===== src/rtl/tff_toggle_gen.sv =====
// tff_toggle_gen: programmable strobe generator driving a T flip-flop's toggle-enable input
module tff_toggle_gen #(
  parameter int CNT_W   = 8,
  parameter int BURST_W = 8
) (
  input  logic               clk,
  input  logic               reset,
  input  logic               start,
  input  logic               stop,
  input  logic [CNT_W-1:0]   period,
  input  logic [BURST_W-1:0] burst_len,
  output logic               data,
  output logic               busy,
  output logic               done,
  output logic [BURST_W-1:0] pulse_cnt
);
  typedef enum logic [1:0] {IDLE, RUN, DONE} state_t;
  state_t state;
  logic [CNT_W-1:0] cnt, per_l, per_n;
  logic [BURST_W-1:0] len_l, pc_n;
  assign per_n = (period == '0) ? CNT_W'(1) : period;
  assign pc_n  = pulse_cnt + BURST_W'(1);
  assign busy  = state != IDLE;
  always_ff @(posedge clk or negedge reset) begin
    if (!reset) begin
      state     <= IDLE;
      data      <= 1'b0;
      done      <= 1'b0;
      pulse_cnt <= '0;
      cnt       <= '0;
      per_l     <= '0;
      len_l     <= '0;
    end else begin
      case (state)
        IDLE: begin
          done <= 1'b0;
          data <= 1'b0;
          if (start) begin
            per_l     <= per_n;
            len_l     <= burst_len;
            cnt       <= per_n - CNT_W'(1);
            pulse_cnt <= '0;
            state     <= RUN;
          end
        end
        RUN: begin
          // stop wins over a strobe falling due on the same edge
          if (stop) begin
            data  <= 1'b0;
            state <= IDLE;
          end else if (cnt == '0) begin
            data      <= 1'b1;
            cnt       <= per_l - CNT_W'(1);
            pulse_cnt <= pc_n;
            if (len_l != '0 && pc_n == len_l) state <= DONE;
          end else begin
            data <= 1'b0;
            cnt  <= cnt - CNT_W'(1);
          end
        end
        DONE: begin
          data  <= 1'b0;
          done  <= 1'b1;
          state <= IDLE;
        end
        default: state <= IDLE;
      endcase
    end
  end
endmodule

===== config.mk =====
export PLATFORM = sky130hd
export DESIGN_NAME = tff_toggle_gen
export DESIGN_NICKNAME = d
export VERILOG_FILES = /design/src/rtl/tff_toggle_gen.sv
export SDC_FILE = /design/constraint.sdc
export NUM_CORES = 1
export LEC_CHECK = 0
export BUFFER_PORTS_ARGS = -buffer_cell sky130_fd_sc_hd__buf_4
export CORE_ASPECT_RATIO = 0.9
export CORE_MARGIN = 3
export CORE_UTILIZATION = 35
export CTS_BUF_LIST = sky130_fd_sc_hd__clkbuf_16
export CTS_CLUSTER_DIAMETER = 80
export DETAILED_ROUTE_END_ITERATION = 6
export RECOVER_POWER = 50
export SYNTH_ARGS = -nofsm -noshare
export SYNTH_HDL_FRONTEND = slang
export SYNTH_SLANG_ARGS = --single-unit

===== constraint.sdc =====
create_clock -name clk -period 2.25 [get_ports clk]
set_input_delay 0.45 -clock clk [delete_from_list [all_inputs] [get_ports clk]]
set_output_delay 0.45 -clock clk [all_outputs]
set_load 0.1 [all_outputs]

==> key figures, run 1 <==
Synth
  – Cells after Synth: between 200 and 250
  – Ys flop type: dfrtp_1
  – Synth async-reset ratio: 100%
  – Mean Syn Cell Area: between 8 and 9 µm²
  – Post-synth EDFFs: 0
  – Syn Std Cell Area: 0.00200 mm²
  – Library cells used by synthesis: 38
  – Register area share after synthesis: approximately 45%
  – Mapped Nets: about 250
  – Synth Register Bits: 36
  – Warnings from Yosys: 0

Power and ir drop
  – Register share of total power: a little over two fifths
  – PD cells: around 840 mW/mm²
  – Combinational power share: between 20% and 30%
  – Maximum vdd drop: roughly 360 µV
  – Sw frac: about 34%
  – Internal power: roughly 1.4 mW
  – P_sw: just over 700 µW
  – Total Power: 2.11 mW
  – Power share of the clock group: between 30% and 40%
  – P_leak: 1.11 nW

Worst setup path
  – Type of the worst setup path: flop to flop
  – R2R depth: 9
  – CP delay by family, top: simple AND/OR/NAND/NOR gates
  – Worst Path Buf+Inv: 1
  – Crit. End Element: flop
  – CP Data Required Time: between 2 and 2.5 ns
  – Critical path cell sequence: nand2b_1 -> nor2_1 -> o22ai_2 -> inv_1 -> ha_1 -> o221ai_1 -> nor3_1 -> xnor2_1 -> o21ai_1
  – R2R Setup Slk: about 0.15 ns
  – Slowest cell on the critical path: dfrtp_1
  – R2r startpoint: state[1]$_DFFE_PN0P_
  – Max stage delay on crit path: roughly 0.43 ns
  – CP Data Arrival Time: approximately 2.3 ns
  – Worst-path fanout max: 10
  – R2R Path End: cnt[6]$_DFFE_PN0P_
  – Element type at the critical path start: flop

Drt
  – Routed Antenna Nets: 0
  – Drt first pass iters: 4
  – Remaining DRCs: 0
  – Iter 0 DRT Violations: 83
  – Via density: about 5
  – Post-Route WL: between 4000 and 5000 µm
  – Average wire per cell in the routed design: between 10 and 15 µm
  – DR vias: between 1,500 and 2,000

Floorplan
  – Placeable Area: approximately 0.0054 mm²
  – Io pins: 31
  – # rows: 25
  – Die width: 85.7 µm
  – Initial core utilization: between 30% and 40%
  – Die area: between 0.006 and 0.007 mm²
  – Die Y: 77.7 µm

Clock network
  – # H-tree levels: 2
  – CTS tree: built
  – Cts hold-fix bufs: 0
  – CTS Sinks: 36
  – Max clock buf depth: 2
  – Clk pin slew, worst setup/hold paths: roughly 0.050 ns
  – Worst-Skew Late Latency: 0.28 ns
  – CTS root buffer: clkbuf_16
  – Num CTS Buffers: 5

Finish
  – Nets: between 200 and 300
  – Layout area overhead: 25.3%
  – Share of layout cells above drive strength 1: between 20% and 30%
  – Fill cells: 534
  – Number of diodes: 0
  – Design area: approximately 0.0025 mm²

GRT
  – Global-route wire length before repair: 8540 µm
  – GRT Overall Usage: about 16%
  – Global route overflow: 0
  – Largest net degree at the start of global routing: 37
  – Initial antenna violation count: 0
  – Vias in the first global route: approximately 1,700

STA
  – Setup Skew: 0.00232 ns
  – Slew HR: 40.8%
  – Final worst path period share: between 90% and 100%
  – Hold Fails Final Rpt: 0
  – Fmax: ~480 MHz
  – Final Setup Violations: 0
  – TNS Setup: 0 ns
  – Slew Viols, Final: 0
  – Least-Margin Pin Slew: slightly below 0.9 ns
  – Period minus WS final: approximately 2.1 ns
  – Unrepaired setup endpoints after global routing: false

Placement
  – HPWL Detailed: ~3700 µm
  – GPL Wtd Cong: around 0.9
  – IO buf count: 30
  – Placed instance area: 0.00237 mm²

Hold path
  – Min-Delay Path Class: input pin to async pin

Job
  – Max-Cap Viols: 0

Run status
  – Status: complete, no violations
-- cell usage in the layout (no fill, tap or decap), types with 4 or more instances in the layout --
cell        n
nand2b_1    4
xor2_1      4
inv_1       8
o21ai_0    17
buf_4      39
dfrtp_1    33
nor3_1      5
o21ai_1     4
clkbuf_16   5
xnor2_1    11
nand3_1     9
a21oi_1    10
nand2_1    48
nor4_1      4
nor2_1     22
a31oi_1     4
-- logic make-up after synthesis --
group,share of synthesized area (%)
and+or+nand+nor,27.6
buffers and inverters,3.00
muxes,1.56
AOI/OAI and AO/OA,15.0
xor gates and xnor gates,6.57
adders and majority gates,1.25
DFF,45.1
-- flip-flops by register name (all words and copies together) (netlist names) --
signal     cells
pulse_cnt      8
len_l          8
data           1
cnt            8
done           1
per_l          8
state          2
-- synth_stat cells, types with 3 or more instances --
library cell  instances  area (µm²)
nand2_1              48         180
dfrtp_1              36         901
nor2_1               22        82.6
o21ai_0              17        85.1
xnor2_1              11        96.3
a21oi_1              10        50.1
nand3_1               9        45.0
inv_1                 8        30.0
nor3_1                6        30.0
a31oi_1               4        25.0
and2_1                4        25.0
clkbuf_1              4        15.0
nand2b_1              4        25.0
nor4_1                4        25.0
o21ai_1               4        20.0
xor2_1                4        35.0
nor2b_1               3        18.8
nor4_2                3        37.5
o22ai_2               3        37.5
-- final cells by class --
type                    instances  area [µm²]  area share, %
clock buffers                   5         125           4.99
flip-flops and latches         36         905           36.1
repair buffers                 42         305           12.2
inverters                       8        30.0           1.20
well taps                      67        83.8           3.34
clock inverters                 3        13.8          0.549
multi-input cells             179        1040           41.6
-- worst max path at each step --
stage                     cells after the start                      from              endpoint
after detailed placement                      9        cnt[2]$_DFFE_PN0P_    cnt[6]$_DFFE_PN0P_
after floorplan                               6  pulse_cnt[3]$_DFFE_PN0P_  state[0]$_DFFE_PN0P_
after global routing                          7        cnt[5]$_DFFE_PN0P_  state[0]$_DFFE_PN0P_
after CTS                                     9        cnt[2]$_DFFE_PN0P_    cnt[6]$_DFFE_PN0P_
after global placement                        9        cnt[2]$_DFFE_PN0P_    cnt[6]$_DFFE_PN0P_
final                                         9      state[1]$_DFFE_PN0P_    cnt[6]$_DFFE_PN0P_
-- power groups by stage --
stage          logic, mW  registers [mW]  clock network (mW)
3_5_place_dp       0.533           0.916                   0
3_3_place_gp       0.531           0.919                   0
6_report           0.530           0.912               0.664
2_1_floorplan      0.374           0.879                   0
5_1_grt            0.596           0.934               0.707
4_1_cts            0.537           0.905               0.677
-- metal layers --
metal	GRT usage [%]	routed length (µm)	vias to the layer above	part of all wire [%]
met5	0	0	-	0
met4	5.22	75	0	1.5
met3	3.29	230	7	4.7
met2	23.7	2000	32	41
met1	24.2	2590	796	53
li1	-	-	878	-
-- what timing repair did --
action,in CTS,in global routing
gates resized for setup,0,1
buffers inserted,0,0
setup endpoints to repair,0,1
-- through the flow --
| stage | worst slack, ns | utilization (%) | hold WS (ns) | instances |
|---|---|---|---|---|
| finish | 0.152 | 46.6 | 0.281 | 340 |
| global route | 0.0482 | 46.6 | 0.352 | 340 |
| CTS | 0.125 | 46.7 | 0.141 | 340 |
| detailed placement | 0.155 | 44.1 | 0.441 | 332 |
| global placement | 0.222 | 44.1 | 0.438 | 332 |
| floorplan | 0.0925 | - | 0.154 | 230 |
No activity file was read; power rests on OpenSTA's default activity.
==> run 2: changes to the inputs <==
- CORE_UTILIZATION: 35 -> 56
- PLACE_DENSITY: unset -> 0.79
==> key figures, run 2 (synthesized netlist as in run 1, its figures left out) <==
Worst setup path
  – Element type at the critical path start: flop
  – Critical path cell sequence: nor4_4 -> nand3_2 -> o22ai_4 -> inv_1 -> ha_1 -> o221ai_1 -> nor3_1 -> xnor2_1 -> o21ai_1
  – Max stage delay on crit path: 0.45 ns (+0.02 ns)
  – Worst-path fanout max: 4 (-6)
  – CP Data Required Time: 2.40 ns (about the same)
  – CP Data Arrival Time: 2.25 ns (about the same)
  – Crit. End Element: flop
  – Type of the worst setup path: flop to flop
  – Slowest cell on the critical path: dfrtp_2

Power and ir drop
  – PD cells: 850 mW/mm² (+1.2%)
  – Power share of the clock group: 30.8% (-0.7 points)
  – Register share of total power: 43.6% (+0.3 points)
  – P_sw: 706 µW (-0.56%)
  – Maximum vdd drop: 656 µV (+83%)
  – Sw frac: 33.7% (-0.056 points)
  – P_leak: 1.11 nW (-0.52%)
  – Combinational power share: 25.6% (+0.4 points)
  – Internal power: 1.39 mW (-0.31%)

Floorplan
  – Io pins: 31 (unchanged)
  – # rows: 19 (-24%)
  – Initial core utilization: 61.8% (+25 points)
  – Die area: 0.00432 mm² (-35%)
  – Die Y: 62.7 µm (-19%)
  – Placeable Area: 0.00323 mm² (-40%)
  – Die width: 69.0 µm (-19%)

Drt
  – Drt first pass iters: 4 (unchanged)
  – Remaining DRCs: 0 (unchanged)
  – Routed Antenna Nets: 0 (unchanged)
  – Via density: 5.59 (+11%)
  – Average wire per cell in the routed design: 15.9 µm (+10%)
  – DR vias: 1,745 (+1.9%)
  – Post-Route WL: 4950 µm (+1.0%)
  – Iter 0 DRT Violations: 134 (+61%)

Finish
  – Register Area: 906 µm² (+0.14%)
  – Layout area overhead: 23.4%
  – Multi-input logic area: 0.00106 mm² (+1.2%)
  – Number of diodes: 0 (unchanged)
  – Commonest non-fill, non-tap cell in the layout: nand2_1
  – Fill cells: 249 (-53%)
  – Nets: 291 (-1.0%)
  – Most frequent cells in the layout: nand2_1 (48), buf_4 (37), dfrtp_1 (32)
  – Share of layout cells above drive strength 1: 23.7% (-0.11 points)
  – Design area: 0.00247 mm² (-1.5%)

Clock network
  – # H-tree levels: 2 (unchanged)
  – CTS Sinks: 36 (unchanged)
  – CTS tree: built
  – Cts hold-fix bufs: 0 (unchanged)
  – Worst-Skew Late Latency: 0.28 ns (about the same)
  – Clk pin slew, worst setup/hold paths: 0.05 ns (about the same)
  – Max clock buf depth: 2 (unchanged)
  – CTS root buffer: clkbuf_16
  – Num CTS Buffers: 5 (unchanged)

Placement
  – HPWL Detailed: 3690 µm (-0.74%)
  – Placed instance area: 0.00231 mm² (-2.6%)
  – IO buf count: 30 (unchanged)
  – Pre-CTS setup slack: 0.100 ns (-0.0554 ns)
  – GPL Wtd Cong: 0.896 (-1.7%)

GRT
  – Global route overflow: 0 (unchanged)
  – Largest net degree at the start of global routing: 37 (unchanged)
  – Vias in the first global route: 1,660 (-2.4%)
  – Busiest grt layer: met1
  – Met1 global-route usage: 38.3% (+14 points)
  – Global-route wire length before repair: 8100 µm (-5.1%)
  – GRT Overall Usage: 25.4% (+9.1 points)
  – Met2 GRT Util: 34.9% (+11 points)
  – Initial antenna violation count: 0 (unchanged)
  – M3 GR Usage: 8.09% (+4.8 points)

STA
  – Least-Margin Pin Slew: 0.876 ns (-0.0120 ns)
  – Final worst path period share: 93.3% (+0.10 points)
  – Setup Skew: 0.00134 ns (-0.000981 ns)
  – Fmax: 476 MHz (-0.11%)
  – Slew HR: 41.6% (+0.80 points)
  – Final Setup Violations: 0 (unchanged)
  – Fin worst setup slack: 0.150 ns (-0.00227 ns)
  – Worst hold margin: 0.279 ns (-0.00250 ns)
  – Period minus WS final: 2.10 ns (+0.00227 ns)
  – Slew Viols, Final: 0 (unchanged)
  – Hold Fails Final Rpt: 0 (unchanged)

Hold path
  – Min-Delay Path Class: input pin to async pin

Run status
  – Status: complete, no violations

Job
  – Max-Cap Viols: 0 (unchanged)
[run 2: cell count changes in the layout (fill, tap and decap cells not counted), sizes merged]
cell / delta
clkbuf: -1
clkinv: -2
inv: +2
buf: -2
[run 2: repair_timing]
action | CTS | global route
setup buffers | 0 | 1
hold endpoints to repair | 0 | 0
resized for setup | 0 | 5
setup endpoints to repair | 0 | 2
[run 2: final timing paths]
| path | from | to | slack [ns] | depth (start not counted) |
|---|---|---|---|---|
| max | cnt[3]$_DFFE_PN0P_ | cnt[6]$_DFFE_PN0P_ | 0.15 | 9 |
| min | reset | len_l[6]$_DFFE_PN0P_ | 0.28 | 1 |
| max reg2reg | cnt[3]$_DFFE_PN0P_ | cnt[6]$_DFFE_PN0P_ | 0.15 | 9 |
| min reg2reg | per_l[5]$_DFFE_PN0P_ | per_l[5]$_DFFE_PN0P_ | 0.48 | 2 |
| max in group asynchronous | reset | pulse_cnt[2]$_DFFE_PN0P_ | 1.36 | 1 |
| min in group clk | burst_len[1] | len_l[1]$_DFFE_PN0P_ | 0.36 | 3 |
[run 2: power by group through the flow]
| stage | combinational [mW] | sequential [mW] | clock, mW |
|---|---|---|---|
| 2_1_floorplan | 0.374 | 0.879 | 0 |
| 3_5_place_dp | 0.520 | 0.911 | 0 |
| 6_report | 0.537 | 0.915 | 0.646 |
| 5_1_grt | 0.599 | 0.935 | 0.689 |
| 4_1_cts | 0.525 | 0.904 | 0.657 |
| 3_3_place_gp | 0.511 | 0.906 | 0 |
[run 2: critical path, delay by kind of cell, from the launching register on]
family / cells / cell delay, ns
fa+ha+maj: 1 / 0.23
simple gates: 3 / 0.70
xor+xnor: 1 / 0.15
buf+inv: 1 / 0.07
compound gates: 3 / 0.37
flops: 1 / 0.45
[run 2: cell type report]
class                      count  area share (%)
clock buffer                   5            5.07
inverter                       8            1.22
clock inverter                 3           0.456
tap                           42            2.13
multi-input combinational    179            42.8
sequential                    36            36.7
timing repair buffer          39            11.6
[run 2: metal layers]
layer  wire [µm]  up-vias
met5           0        -
met4          31        0
met3         368        4
met2        2210       56
met1        2340      811
li1            -      874
[run 2: stage by stage]
stage	TNS [ns]	total power [mW]	utilization, %	cells
final	0	2.10	76.3	312
after global routing	-0.0477	2.22	76.3	312
after CTS	0	2.09	75.7	311
after detailed placement	0	1.43	71.5	303
after global placement	0	1.42	71.5	303
after floorplan	0	1.25	-	230
==> run 3: changes to the inputs <==
- RECOVER_POWER: 50 -> unset
==> key figures, run 3 (synthesized netlist as in run 1, its figures left out) <==
GRT
  – GRT Overall Usage: 25.4% (unchanged)
  – Initial antenna violation count: 0 (unchanged)
  – Global-route wire length before repair: 8100 µm (unchanged)
  – Vias in the first global route: 1,660 (unchanged)
  – Global route overflow: 0 (unchanged)
  – Largest net degree at the start of global routing: 37 (unchanged)

Hold path
  – Min-Delay Path Class: input pin to async pin

Floorplan
  – # rows: 19 (unchanged)
  – Die area: 0.00432 mm² (unchanged)
  – Initial core utilization: 61.8% (unchanged)
  – Die width: 69.0 µm (unchanged)
  – Io pins: 31 (unchanged)
  – Placeable Area: 0.00323 mm² (unchanged)
  – Die Y: 62.7 µm (unchanged)

Clock network
  – Max clock buf depth: 2 (unchanged)
  – Clk pin slew, worst setup/hold paths: 0.05 ns (about the same)
  – CTS tree: built
  – CTS Sinks: 36 (unchanged)
  – Num CTS Buffers: 5 (unchanged)
  – Worst-Skew Late Latency: 0.28 ns (about the same)
  – # H-tree levels: 2 (unchanged)
  – CTS root buffer: clkbuf_16

Worst setup path
  – Max stage delay on crit path: 0.45 ns (about the same)
  – CP Data Required Time: 2.40 ns (about the same)
  – Crit. End Element: flop
  – Worst Path Buf+Inv: 1 (unchanged)
  – CP delay by family, top: simple AND/OR/NAND/NOR gates
  – CP Data Arrival Time: 2.25 ns (about the same)
  – Element type at the critical path start: flop
  – Worst-path fanout max: 4 (unchanged)
  – Type of the worst setup path: flop to flop
  – Critical path cell sequence: nor4_4 -> nand3_2 -> o22ai_4 -> inv_1 -> ha_1 -> o221ai_1 -> nor3_1 -> xnor2_1 -> o21ai_1
  – Slowest cell on the critical path: dfrtp_2

STA
  – Hold Fails Final Rpt: 0 (unchanged)
  – Final worst path period share: 93.3% (about the same)
  – Setup Skew: 0.00141 ns (+0.0000663 ns)
  – Final Setup Violations: 0 (unchanged)
  – Fmax: 476 MHz (about the same)
  – Slew Viols, Final: 0 (unchanged)
  – Period minus WS final: 2.10 ns (+0.000163 ns)
  – Slew HR: 63.6% (+22 points)
  – Least-Margin Pin Slew: 0.544 ns (-0.332 ns)

Power and ir drop
  – Sw frac: 33.6% (-0.042 points)
  – Power share of the clock group: 30.7% (about the same)
  – Combinational power share: 25.7% (about the same)
  – PD cells: 849 mW/mm² (-0.12%)
  – P_sw: 706 µW (about the same)
  – Register share of total power: 43.6% (about the same)
  – P_leak: 1.11 nW (+0.42%)
  – Internal power: 1.39 mW (+0.19%)
  – Maximum vdd drop: 656 µV (about the same)

Placement
  – GPL Wtd Cong: 0.896 (unchanged)
  – # placed instances: 303 (unchanged)
  – IO buf count: 30 (unchanged)
  – HPWL Detailed: 3690 µm (unchanged)

Finish
  – Layout Cells excl Fill: 312 (unchanged)
  – Most frequent cells in the layout: nand2_1 (48), buf_4 (39), dfrtp_1 (32)
  – Share of layout cells above drive strength 1: 24.1% (+0.37 points)
  – Commonest non-fill, non-tap cell in the layout: nand2_1
  – Nets: 291 (unchanged)
  – Number of diodes: 0 (unchanged)
  – Layout area overhead: 23.7%
  – Post-layout util: 76.5% (+0.19 points)

Drt
  – Average wire per cell in the routed design: 15.9 µm (+0.46%)
  – DR WL met3: 312 µm (-15%)
  – DR vias: 1,749 (+0.23%)
  – Drt first pass iters: 4 (unchanged)
  – Post-Route WL: 4970 µm (+0.46%)
  – Met2 wire length: 2230 µm (+0.90%)
  – Routed Antenna Nets: 0 (unchanged)
  – Top Layer Used: met4
  – Via density: 5.61 (+0.23%)
  – M1 WL: 2400 µm (+2.5%)
  – Remaining DRCs: 0 (unchanged)
  – Iter 0 DRT Violations: 143 (+6.7%)

Run status
  – Status: complete, no violations

Job
  – Max-Cap Viols: 0 (unchanged)
run 3: cell count changes in the layout (fill, tap and decap cells not counted), sizes merged:
cell | before | now
buf | 37 | 39
clkbuf | 7 | 5
run 3: worst register-to-register path, cell delays in order, from the launching register on:
cell	delay [ns]
dfrtp_2	0.45
nor4_4	0.40
nand3_2	0.20
o22ai_4	0.17
inv_1	0.07
ha_1	0.23
o221ai_1	0.13
nor3_1	0.10
xnor2_1	0.15
o21ai_1	0.07
run 3: final timing paths:
path                       slack (ns)  cells past startpoint            startpoint                  endpoint
setup reg to reg                 0.15                      9    cnt[3]$_DFFE_PN0P_        cnt[6]$_DFFE_PN0P_
hold / removal                   0.11                      1                 reset      len_l[6]$_DFFE_PN0P_
setup / recovery                 0.15                      9    cnt[3]$_DFFE_PN0P_        cnt[6]$_DFFE_PN0P_
min in group clk                 0.36                      3          burst_len[1]      len_l[1]$_DFFE_PN0P_
max in group asynchronous        1.78                      1                 reset  pulse_cnt[2]$_DFFE_PN0P_
hold reg to reg                  0.48                      2  per_l[5]$_DFFE_PN0P_      per_l[5]$_DFFE_PN0P_
run 3: per-layer routing:
layer  track usage [%]  up-vias
li1                  -      874
met1              38.3      819
met2              34.9       52
met3              8.09        4
met4              6.57        0
met5                 0        -
run 3: power groups by stage:
stage	clock [mW]	combinational [mW]	sequential, mW
5_1_grt	0.689	0.602	0.935
4_1_cts	0.657	0.525	0.904
3_5_place_dp	0	0.520	0.911
2_1_floorplan	0	0.374	0.879
6_report	0.645	0.540	0.915
3_3_place_gp	0	0.511	0.906
run 3: what timing repair did:
action                                  4_1_cts  5_1_grt
gates resized for setup                       0        5
buffers inserted                              0        1
hold buffers                                  0        0
endpoints found under the setup margin        0        2
hold endpoints to repair                      0        0
run 3: through the flow:
stage	cell area (µm²)	total power, mW	setup WS, ns	TNS [ns]	hold slack, ns
after detailed placement	2310	1.43	0.100	0	0.433
after global routing	2470	2.23	-0.0476	-0.0476	0.153
final	2470	2.10	0.150	0	0.115
after global placement	2310	1.42	0.206	0	0.429
after floorplan	2000	1.25	0.0925	0	0.154
after CTS	2450	2.09	0.0991	0	0.133
run 3: layout make-up:
class,instances,area (µm²)
Timing Repair Buffer,39,293
Sequential cell,36,906
Inverter,8,30.0
Clock buffer,5,125
Tap cell,42,52.6
Fill cell,248,759
Clock inverter,3,11.3
Multi-Input combinational cell,179,1060
